`src/rtl/pc_stall_timer.sv`:
```
// Multi-channel PC stall timer: each channel holds pcEn low for a programmed
// number of cycles after a rising edge on its delayEn request line.
module pc_stall_timer #(
  parameter int CNT_W     = 4,
  parameter int NUM_CH    = 2,
  parameter bit RETRIGGER = 1'b1
) (
  input  logic                      clk,
  input  logic                      rst_n,
  input  logic [NUM_CH-1:0]         delayEn,
  input  logic [NUM_CH*CNT_W-1:0]   delayVal,
  input  logic                      cancel,
  output logic                      pcEn,
  output logic [NUM_CH-1:0]         busy,
  output logic [NUM_CH-1:0]         done
);

  typedef enum logic [0:0] {IDLE = 1'b0, COUNT = 1'b1} state_e;

  state_e [NUM_CH-1:0]              state_q, state_d;
  logic   [NUM_CH-1:0][CNT_W-1:0]   cnt_q, cnt_d;
  logic   [NUM_CH-1:0][CNT_W-1:0]   dval_s;
  logic   [NUM_CH-1:0]              prev_q;
  logic   [NUM_CH-1:0]              trig_s, load_s, done_d, busy_d;

  // Per-channel next state: cancel beats a trigger, a trigger beats the decrement.
  always_comb begin
    state_d = state_q;
    cnt_d   = cnt_q;
    dval_s  = '0;
    trig_s  = '0;
    load_s  = '0;
    done_d  = '0;
    busy_d  = '0;
    for (int i = 0; i < NUM_CH; i++) begin
      dval_s[i] = delayVal[i*CNT_W +: CNT_W];
      trig_s[i] = delayEn[i] & ~prev_q[i];
      load_s[i] = trig_s[i] & ((RETRIGGER == 1'b1) | (state_q[i] == IDLE));
      if (cancel) begin
        state_d[i] = IDLE;
        cnt_d[i]   = {CNT_W{1'b0}};
      end else if (load_s[i]) begin
        if (dval_s[i] == {CNT_W{1'b0}}) begin
          state_d[i] = IDLE;
          cnt_d[i]   = {CNT_W{1'b0}};
          done_d[i]  = 1'b1;
        end else begin
          state_d[i] = COUNT;
          cnt_d[i]   = dval_s[i];
        end
      end else if (state_q[i] == COUNT) begin
        // Exiting at 1 means the counter never has to decrement past zero.
        cnt_d[i] = cnt_q[i] - CNT_W'(1);
        if (cnt_q[i] == CNT_W'(1)) begin
          state_d[i] = IDLE;
          done_d[i]  = 1'b1;
        end else begin
          state_d[i] = COUNT;
        end
      end else begin
        state_d[i] = state_q[i];
        cnt_d[i]   = cnt_q[i];
      end
      busy_d[i] = (state_d[i] == COUNT);
    end
  end

  // State, counters and all outputs are registered; prev tracks delayEn even in reset.
  always_ff @(posedge clk) begin
    prev_q <= delayEn;
    if (!rst_n) begin
      state_q <= {NUM_CH{IDLE}};
      cnt_q   <= '0;
      busy    <= '0;
      done    <= '0;
      pcEn    <= 1'b1;
    end else begin
      state_q <= state_d;
      cnt_q   <= cnt_d;
      busy    <= busy_d;
      done    <= done_d;
      pcEn    <= ~|busy_d;
    end
  end

endmodule

```
`config.mk`:
```
export PLATFORM = sky130hd
export DESIGN_NAME = pc_stall_timer
export DESIGN_NICKNAME = d
export VERILOG_FILES = /design/src/rtl/pc_stall_timer.sv
export SDC_FILE = /design/constraint.sdc
export NUM_CORES = 1
export LEC_CHECK = 0
export BUFFER_PORTS_ARGS = -buffer_cell sky130_fd_sc_hd__buf_4
export CAP_MARGIN = 20
export CORE_MARGIN = 2
export CORE_UTILIZATION = 40
export CTS_CLUSTER_DIAMETER = 200
export DETAILED_ROUTE_END_ITERATION = 12
export SLEW_MARGIN = 10
export SYNTH_ARGS = -nofsm -noshare
export SYNTH_HDL_FRONTEND = slang
export SYNTH_SLANG_ARGS = --single-unit
```
`constraint.sdc`:
```
create_clock -name clk -period 2.6 [get_ports clk]
set_input_delay 0.26 -clock clk [delete_from_list [all_inputs] [get_ports clk]]
set_output_delay 0.26 -clock clk [all_outputs]
set_load 0.05 [all_outputs]
```
==> flow_summary.yaml, run 1 <==
timing:
  finalHoldViolations: 0
  tightestPinTransition_ns: 0.536
  post-route-period-util: 0.495
  drv_slew: 0
  fmax_ghz: 0.777
  setup_tns_ns: 0
  rsz0062_at_grt: "no"
  period_needed_ns: 1.29
  setup_viol: 0
  clock_skew_ns: 0.00133
  max_slew_margin: 0.643
job:
  cap_violations: 0
detailed_routing:
  routed_wl_mm: 1.31
  drt_iter0_drc: 11
  drc_errors: 0
  postRouteAntennaNets: 0
  viasPerCell: 4.61
  wl_per_cell_um: 10.9
  first_pass_iters: 4
  vias: 558
setup_path:
  slowest_delay_ns: 0.49
  cp_slowest_cell: "dfxtp_1"
  crit_cells: 1
  crit_path_cell_trace: "buf_4"
  critPathArrivalTime_ns: 1.03
  crit_type: "reg2out"
  cp_top_family: "flip-flops"
  worstPathRequired_ns: 2.34
  cp-start-kind: "flop"
  cp_max_fo: 8
  worstRegToRegCells: 5
  cp_num_buf_inv: 1
  cp-end-kind: "primary output"
yosys:
  yosysTopAreaCell: "dfxtp_1"
  synth_flop_cell: "dfxtp_1"
  synth.avg_cell_area_sq_um: 10.1
  syn_inst: 78
  synth-edff-count: 0
  ys_types: 24
  yosysWarnings: 0
  yosysSeqAreaShare: 0.382
  ys_ff_latch: 15
  synth.top_cells.by_area: "dfxtp_1 38%, ha_1 6.4%, nor4b_4 6.0%, a211oi_1 4.8%, nor2_1 4.8%"
  synth_top_area_share: 0.382
  yosys-top-cells-count: "15 x dfxtp_1, 10 x nor2_1, 6 x nand2_1, 5 x a211oi_1"
  syn_area_sq_um: 787
  synth_fp_nets: 95
  post-synth-top-count-cell: "dfxtp_1"
  async_reset_ff_frac: 0
clocking:
  tritoncts: "built"
  cts_buffers: 3
  cts.repair.resized: 0
  clkTransAtPathRegs_ns: 0.09
  htree_num_levels: 1
  cts_root_buf: "clkbuf_4"
  hold_buffers: 0
  cts_num_sinks: 15
  post-cts-setup-buffer-count: 0
  cts.path.max_buffers: 2
  clk_latency_ns: 0.28
global_route:
  grt_pass1_vias: 507
  grt_max_degree: 13
  antenna_found_initial: 0
  grt_pass1_wl_mm: 2.26
  gr-total-overflow: 0
  grt_usage: 0.123
die:
  rows: 16
  dieArea_sq_um: 2340
  io_pins: 18
  fp.coreArea_sq_um: 1900
  dieHeight_um: 48.4
  initial_core_util: 0.414
  die_w_um: 48.4
placement:
  dp_hpwl_mm: 1.01
  place_area_sq_um: 913
  place_congestion: 0.785
  placed_cells: 117
  portBuffers: 17
run_status:
  outcome: "finished, final reports clean"
min_path:
  hp-class: "in2reg"
  hold_depth: 1
pwr:
  power_density_nw_per_um2: 483
  peakVddDrop_mv: 0.240
  leakage_nw: 0.340
cells_and_area:
  area_growth_pct: 19.4
  drive_gt1_frac: 0.351
  fin_area_sq_um: 940
  fin_nets: 112
  diodes: 0
  stdcell_count: 121
kinds of logic (layout without fill, tap and decap cells):
| logic type | after synthesis | count (layout) | synth area share |
|---|---|---|---|
| fa+ha+maj | 4 | 4 | 0.0636 |
| compound gates | 12 | 12 | 0.108 |
| buf+inv | 9 | 25 | 0.0636 |
| xor+xnor | 6 | 6 | 0.0668 |
| simple gates | 32 | 32 | 0.316 |
| flops | 15 | 15 | 0.382 |
sequential cells by signal, indices dropped and copies added, names as in the netlist:
register  cells
prev_q        2
busy          2
done          2
cnt_q         8
pcEn          1
cell type report:
cell class | instances | area (sq um)
repair buffers | 17 | 128
clock buffers | 4 | 26.3
multi-input cells | 54 | 437
well taps | 27 | 33.8
inverters | 4 | 15.0
fillers | 190 | 962
flip-flops and latches | 15 | 300
layer usage:
layer,vias to the layer above,GRT usage,share of wire
met5,-,0,0
met4,0,0.0714,0.0099
met3,2,0.0278,0.032
met2,10,0.160,0.40
met1,248,0.184,0.56
li1,298,-,-
power breakdown:
| group | switching (mW) | internal [mW] |
|---|---|---|
| clock | 0.0764 | 0.0595 |
| combinational | 0.0350 | 0.0336 |
| sequential | 0.0101 | 0.239 |
cells in the final DEF (no fill, tap or decap), drive strengths merged:
| cell | n |
|---|---|
| xnor2 | 4 |
| o211ai | 2 |
| nand2b | 3 |
| ha | 4 |
| a211oi | 6 |
| buf | 17 |
| or4 | 2 |
| nor4b | 4 |
| xor2 | 2 |
| inv | 4 |
| a21oi | 4 |
| nor2 | 13 |
| nor4 | 2 |
| dfxtp | 15 |
| clkbuf | 4 |
| and2b | 2 |
| nand2 | 6 |
worst paths after layout:
kind / start / endpoint / slack [ns]
worst min-delay path: delayEn[1] / prev_q[1] / 0.09
worst max-delay path: busy[0] / busy[0] / 1.31
worst min register to register: cnt_q[7] / cnt_q[7] / 0.61
worst max register to register: cnt_q[1] / pcEn / 1.37
through the flow:
step	hold WS [ns]	setup slack, ns	utilization	total power [mW]
finish	0.0896	1.31	0.494	0.454
global route	0.0736	1.25	0.494	0.476
CTS	0.0875	1.31	0.494	0.456
detailed placement	0.383	1.25	0.480	0.323
global placement	0.380	1.26	0.480	0.322
floorplan	0.288	1.20	-	0.301
No activity file was read; power rests on OpenSTA's default activity.
==> inputs of run 2 (changes only) <==
==> constraint.sdc (replaced) <==
create_clock -name clk -period 1.2 [get_ports clk]
set_input_delay 0.12 -clock clk [delete_from_list [all_inputs] [get_ports clk]]
set_output_delay 0.12 -clock clk [all_outputs]
set_load 0.05 [all_outputs]
==> run 2 against run 1 <==
Clock skew grew 0.0013 ns. Utilization rose by 4.1 points. Sequential cell count unchanged. Routed wire length increased by 5.3%. Combinational power grew 150%. Design area rose by 8.4%. Sequential power increased by 120%. Via count increased by 3.4%. Register-to-register slack lost 1.3 ns. Die area did not move. Total power grew 120%. Critical path type is now reg2reg. Largest power group unchanged. Highest routed layer unchanged.
==> flow_summary.yaml, run 2 (same netlist as run 1, synthesis figures left out) <==
run_status:
  outcome: "finished, final reports clean"
cells_and_area:
  largest_register_ffs: 8
  layout_commonest_cell: "buf_4"
  fin_nets: 117
  drive_gt1_frac: 0.465
  area_growth_pct: 29.4
  diodes: 0
  top_register: "cnt_q"
  layout_common_cells: "20 x buf_4, 10 x nor2_1, 9 x dfxtp_1"
  fin_area_sq_um: 1020
die:
  die_w_um: 48.4
  io_pins: 18
  fp.coreArea_sq_um: 1900
  rows: 16
  initial_core_util: 0.414
  dieHeight_um: 48.4
  dieArea_sq_um: 2340
clocking:
  cts_buffers: 3
  cts_root_buf: "clkbuf_4"
  cts_num_sinks: 15
  post-cts-setup-buffer-count: 0
  cts.path.max_buffers: 2
  clkTransAtPathRegs_ns: 0.09
  tritoncts: "built"
  htree_num_levels: 1
  clk_latency_ns: 0.28
setup_path:
  reg2reg_from: "cnt_q[1]"
  cp-endpoint: "pcEn"
  crit_cells: 5
  cp-startpoint: "cnt_q[1]"
  crit_path_cell_trace: "inv_1 -> ha_1 -> nor4b_4 -> nor4_2 -> nor2_2"
  worstRegToRegCells: 5
  cp_num_buf_inv: 1
  slowest_delay_ns: 0.37
  rrSetupSlack_ns: 0.08
  critPathArrivalTime_ns: 1.29
  cp-start-kind: "flop"
  cp-end-kind: "flop"
  cp_slowest_cell: "dfxtp_2"
  cp_top_family: "simple AND/OR/NAND/NOR gates"
  crit_type: "reg2reg"
  worstReg2RegEnd: "pcEn"
  cp_max_fo: 3
  worstPathRequired_ns: 1.38
timing:
  clock_skew_ns: 0.00263
  rsz0062_at_grt: "no"
  post-route-period-util: 0.930
  period_needed_ns: 1.12
  finalHoldViolations: 0
  max_slew_margin: 0.812
  setup_viol: 0
  tightestPinTransition_ns: 0.281
  drv_slew: 0
  setup_tns_ns: 0
  fmax_ghz: 0.896
pwr:
  peakVddDrop_mv: 0.517
  leakage_nw: 0.368
  power_density_nw_per_um2: 982
detailed_routing:
  wl_per_cell_um: 11.0
  postRouteAntennaNets: 0
  routed_wl_mm: 1.38
  first_pass_iters: 3
  drc_errors: 0
  drt_iter0_drc: 10
  highest_layer: "met4"
  wl_met2_um: 613
  met3WireLength_um: 62
  vias: 577
  viasPerCell: 4.58
  wl_met1_um: 693
placement:
  place_congestion: 0.842
  dp_hpwl_mm: 1.08
  portBuffers: 17
  place_area_sq_um: 951
min_path:
  hp-class: "in2reg"
global_route:
  grt_pass1_vias: 549
  grt_pass1_wl_mm: 2.45
  gr-total-overflow: 0
  grt_max_degree: 9
  grt_usage: 0.137
  antenna_found_initial: 0
job:
  cap_violations: 0
run 2: changes by cell type in the layout (fill, tap and decap cells not counted), sizes merged:
cell / change
buf: +3
dlygate4sd3: +2
run 2: per-stage QoR:
stage / util / total power, mW / cells / worst slack [ns] / hold slack (ns)
5_1_grt: 0.536 / 1.06 / 126 / 0.00190 / 0.0591
3_3_place_gp: 0.500 / 0.706 / 121 / 0.00199 / 0.239
4_1_cts: 0.526 / 1.01 / 127 / 0.0330 / 0.0723
6_report: 0.536 / 1.00 / 126 / 0.0840 / 0.0773
3_5_place_dp: 0.500 / 0.707 / 121 / 0.00757 / 0.243
2_1_floorplan: - / 0.649 / 78 / 0.0524 / 0.148
run 2: tightest hold or removal path: cells and delay by family:
kind	cells	cell delay, ns
and+or+nand+nor	1	0.05
buffers and inverters	1	0.11
AOI/OAI and AO/OA	1	0.05
run 2: report_power, final:
group | switching, mW | internal, mW | leakage, nW
Clock | 0.162 | 0.129 | 0.0150
Combinational | 0.0833 | 0.0874 | 0.227
Sequential | 0.0227 | 0.516 | 0.126
Total | 0.268 | 0.732 | 0.368
run 2: per-layer routing:
metal,vias up,global-route usage
li1,307,-
met1,256,0.194
met2,12,0.188
met3,2,0.0309
met4,0,0.0857
met5,-,0
run 2: cell type report:
type / count / area [sq um]
Sequential cell: 15 / 313
Inverter: 4 / 15.0
Fill cell: 179 / 883
Clock buffer: 4 / 26.3
Timing Repair Buffer: 22 / 170
Tap cell: 27 / 33.8
Multi-Input combinational cell: 54 / 460
run 2: worst min-delay path by stage:
| stage | start | endpoint | slack, ns | cells after the start |
|---|---|---|---|---|
| after floorplan | delayEn[0] | prev_q[0] | 0.15 | 0 |
| after global placement | delayEn[0] | prev_q[0] | 0.24 | 1 |
| after detailed placement | delayEn[1] | prev_q[1] | 0.24 | 1 |
| after CTS | delayVal[1] | cnt_q[1] | 0.07 | 3 |
| after global routing | delayVal[1] | cnt_q[1] | 0.06 | 3 |
| final | delayVal[1] | cnt_q[1] | 0.08 | 3 |
run 2: timing repair:
action,in CTS,in global routing
endpoints found under the hold margin,2,0
hold buffers,2,0
setup endpoints to repair,1,8
gates resized for setup,1,9
pin swaps,1,6
==> inputs of run 3 (changes only) <==
--- a/config.mk
+++ b/config.mk
@@ -11,6 +11,7 @@
 export CORE_UTILIZATION = 40
 export CTS_CLUSTER_DIAMETER = 200
 export DETAILED_ROUTE_END_ITERATION = 12
+export PLACE_DENSITY = 0.68
 export SLEW_MARGIN = 10
 export SYNTH_ARGS = -nofsm -noshare
 export SYNTH_HDL_FRONTEND = slang
==> run 3 against run 2 <==
Non-clock buffer count rose by 2. Worst setup slack got worse by 0.030 ns. Hold slack improved by 0.017 ns. Combinational power barely moved.
==> flow_summary.yaml, run 3 (same netlist as run 1, synthesis figures left out) <==
run_status:
  outcome: "finished, final reports clean"
detailed_routing:
  drc_errors: 0
  first_pass_iters: 4
  viasPerCell: 4.75
  postRouteAntennaNets: 0
  drt_iter0_drc: 3
  wl_per_cell_um: 11.8
  vias: 608
  routed_wl_mm: 1.51
global_route:
  antenna_found_initial: 0
  grt_pass1_vias: 598
  grt_usage: 0.133
  gr-total-overflow: 0
  grt_max_degree: 10
  grt_pass1_wl_mm: 2.42
min_path:
  hold_depth: 3
  worstHoldEndpoint: "cnt_q[1]"
  hp-class: "in2reg"
  hp-start: "delayVal[1]"
setup_path:
  crit_type: "reg2reg"
  cp-start-kind: "flop"
  cp-end-kind: "flop"
  worstRegToRegCells: 4
  critPathArrivalTime_ns: 1.33
  worstReg2RegEnd: "cnt_q[3]"
  worstPathRequired_ns: 1.39
  reg2reg_from: "cnt_q[1]"
  cp_max_fo: 2
  rrSetupSlack_ns: 0.05
timing:
  fmax_ghz: 0.873
  clock_skew_ns: 0.00448
  drv_slew: 0
  setup_viol: 0
  finalHoldViolations: 0
  setup_tns_ns: 0
  post-route-period-util: 0.955
  rsz0062_at_grt: "no"
  holdWs_ns: 0.0943
  tightestPinTransition_ns: 0.283
  fin_ws_ns: 0.0543
  period_needed_ns: 1.15
  max_slew_margin: 0.810
pwr:
  peakVddDrop_mv: 0.700
  leakage_nw: 0.381
  power_uw: 985
  power_density_nw_per_um2: 947
clocking:
  cts_buffers: 3
  clkTransAtPathRegs_ns: 0.09
  cts.path.max_buffers: 2
  htree_num_levels: 1
  clk_latency_ns: 0.27
  cts_num_sinks: 15
  tritoncts: "built"
  post-cts-setup-buffer-count: 0
  cts_root_buf: "clkbuf_4"
die:
  die_w_um: 48.4
  fp.coreArea_sq_um: 1900
  dieArea_sq_um: 2340
  initial_core_util: 0.414
  io_pins: 18
  dieHeight_um: 48.4
  rows: 16
cells_and_area:
  layout_commonest_cell: "buf_4"
  layout_common_cells: "22 x buf_4, 10 x nor2_1, 9 x dfxtp_1"
  post-route-util: 0.547
  largest_register_ffs: 8
  drive_gt1_frac: 0.495
  fillers: 182
  seq_area_sq_um: 315
  area_growth_pct: 32.1
  diodes: 0
  multi_input_area_sq_um: 463
  top_register: "cnt_q"
  fin_nets: 119
placement:
  portBuffers: 17
  dp_slack_ns: 0.00404
  dp_hpwl_mm: 1.12
  place_congestion: 0.777
job:
  cap_violations: 0
==> run 3: changes by cell type in the layout (fill, tap and decap cells not counted) <==
cell	delta
buf_4	+2
clkbuf_1	-1
clkinv_2	+1
dfxtp_2	-1
dfxtp_4	+1
ha_1	-1
ha_2	+1
nor4_2	+1
nor4_4	-1
nor4b_2	-1
nor4b_4	+1
==> run 3: where the power goes <==
| group | internal, mW | total (mW) | switching [mW] |
|---|---|---|---|
| logic | 0.0900 | 0.174 | 0.0840 |
| clock network | 0.123 | 0.274 | 0.150 |
| registers | 0.514 | 0.537 | 0.0231 |
| total | 0.728 | 0.985 | 0.257 |
==> run 3: critical path, cell delays in order, from the launching register on <==
cell      delay, ns
dfxtp_2        0.34
buf_4          0.14
nor4b_4        0.26
xnor2_1        0.10
a211oi_1       0.23
==> run 3: worst max path at each step <==
stage	startpoint	to	slack (ns)	depth (start not counted)
after detailed placement	cnt_q[0]	pcEn	0.004	4
after floorplan	cnt_q[1]	pcEn	0.05	5
after CTS	cnt_q[4]	cnt_q[7]	0.01	4
after global routing	cnt_q[4]	cnt_q[6]	0.002	5
after global placement	cnt_q[4]	cnt_q[7]	0.06	4
final	cnt_q[1]	cnt_q[3]	0.05	4
==> run 3: metrics by stage <==
stage	instances	area [sq um]
final	128	1040
after global routing	128	1040
after CTS	128	1010
after detailed placement	122	958
after global placement	122	958
after floorplan	78	795
==> run 3: cell type report <==
cell class	count	area share
Sequential cell	15	0.303
Inverter	4	0.0144
Timing Repair Buffer	24	0.178
Clock inverter	1	0.00481
Clock buffer	3	0.0217
Tap cell	27	0.0325
Multi-Input combinational cell	54	0.445
==> run 3: layer usage <==
metal,global-route usage,share of wire,vias to the layer above
li1,-,-,313
met2,0.243,0.55,14
met5,0,0,-
met3,0.0370,0.045,2
met4,0.0429,0.015,0
met1,0.150,0.39,279
==> run 3: timing repair <==
| action | in CTS | in global routing |
|---|---|---|
| pin swaps | 0 | 6 |
| endpoints found under the setup margin | 2 | 5 |
| endpoints found under the hold margin | 2 | 0 |
| hold buffers | 2 | 0 |
| cloned | 0 | 0 |
| resized for setup | 1 | 11 |
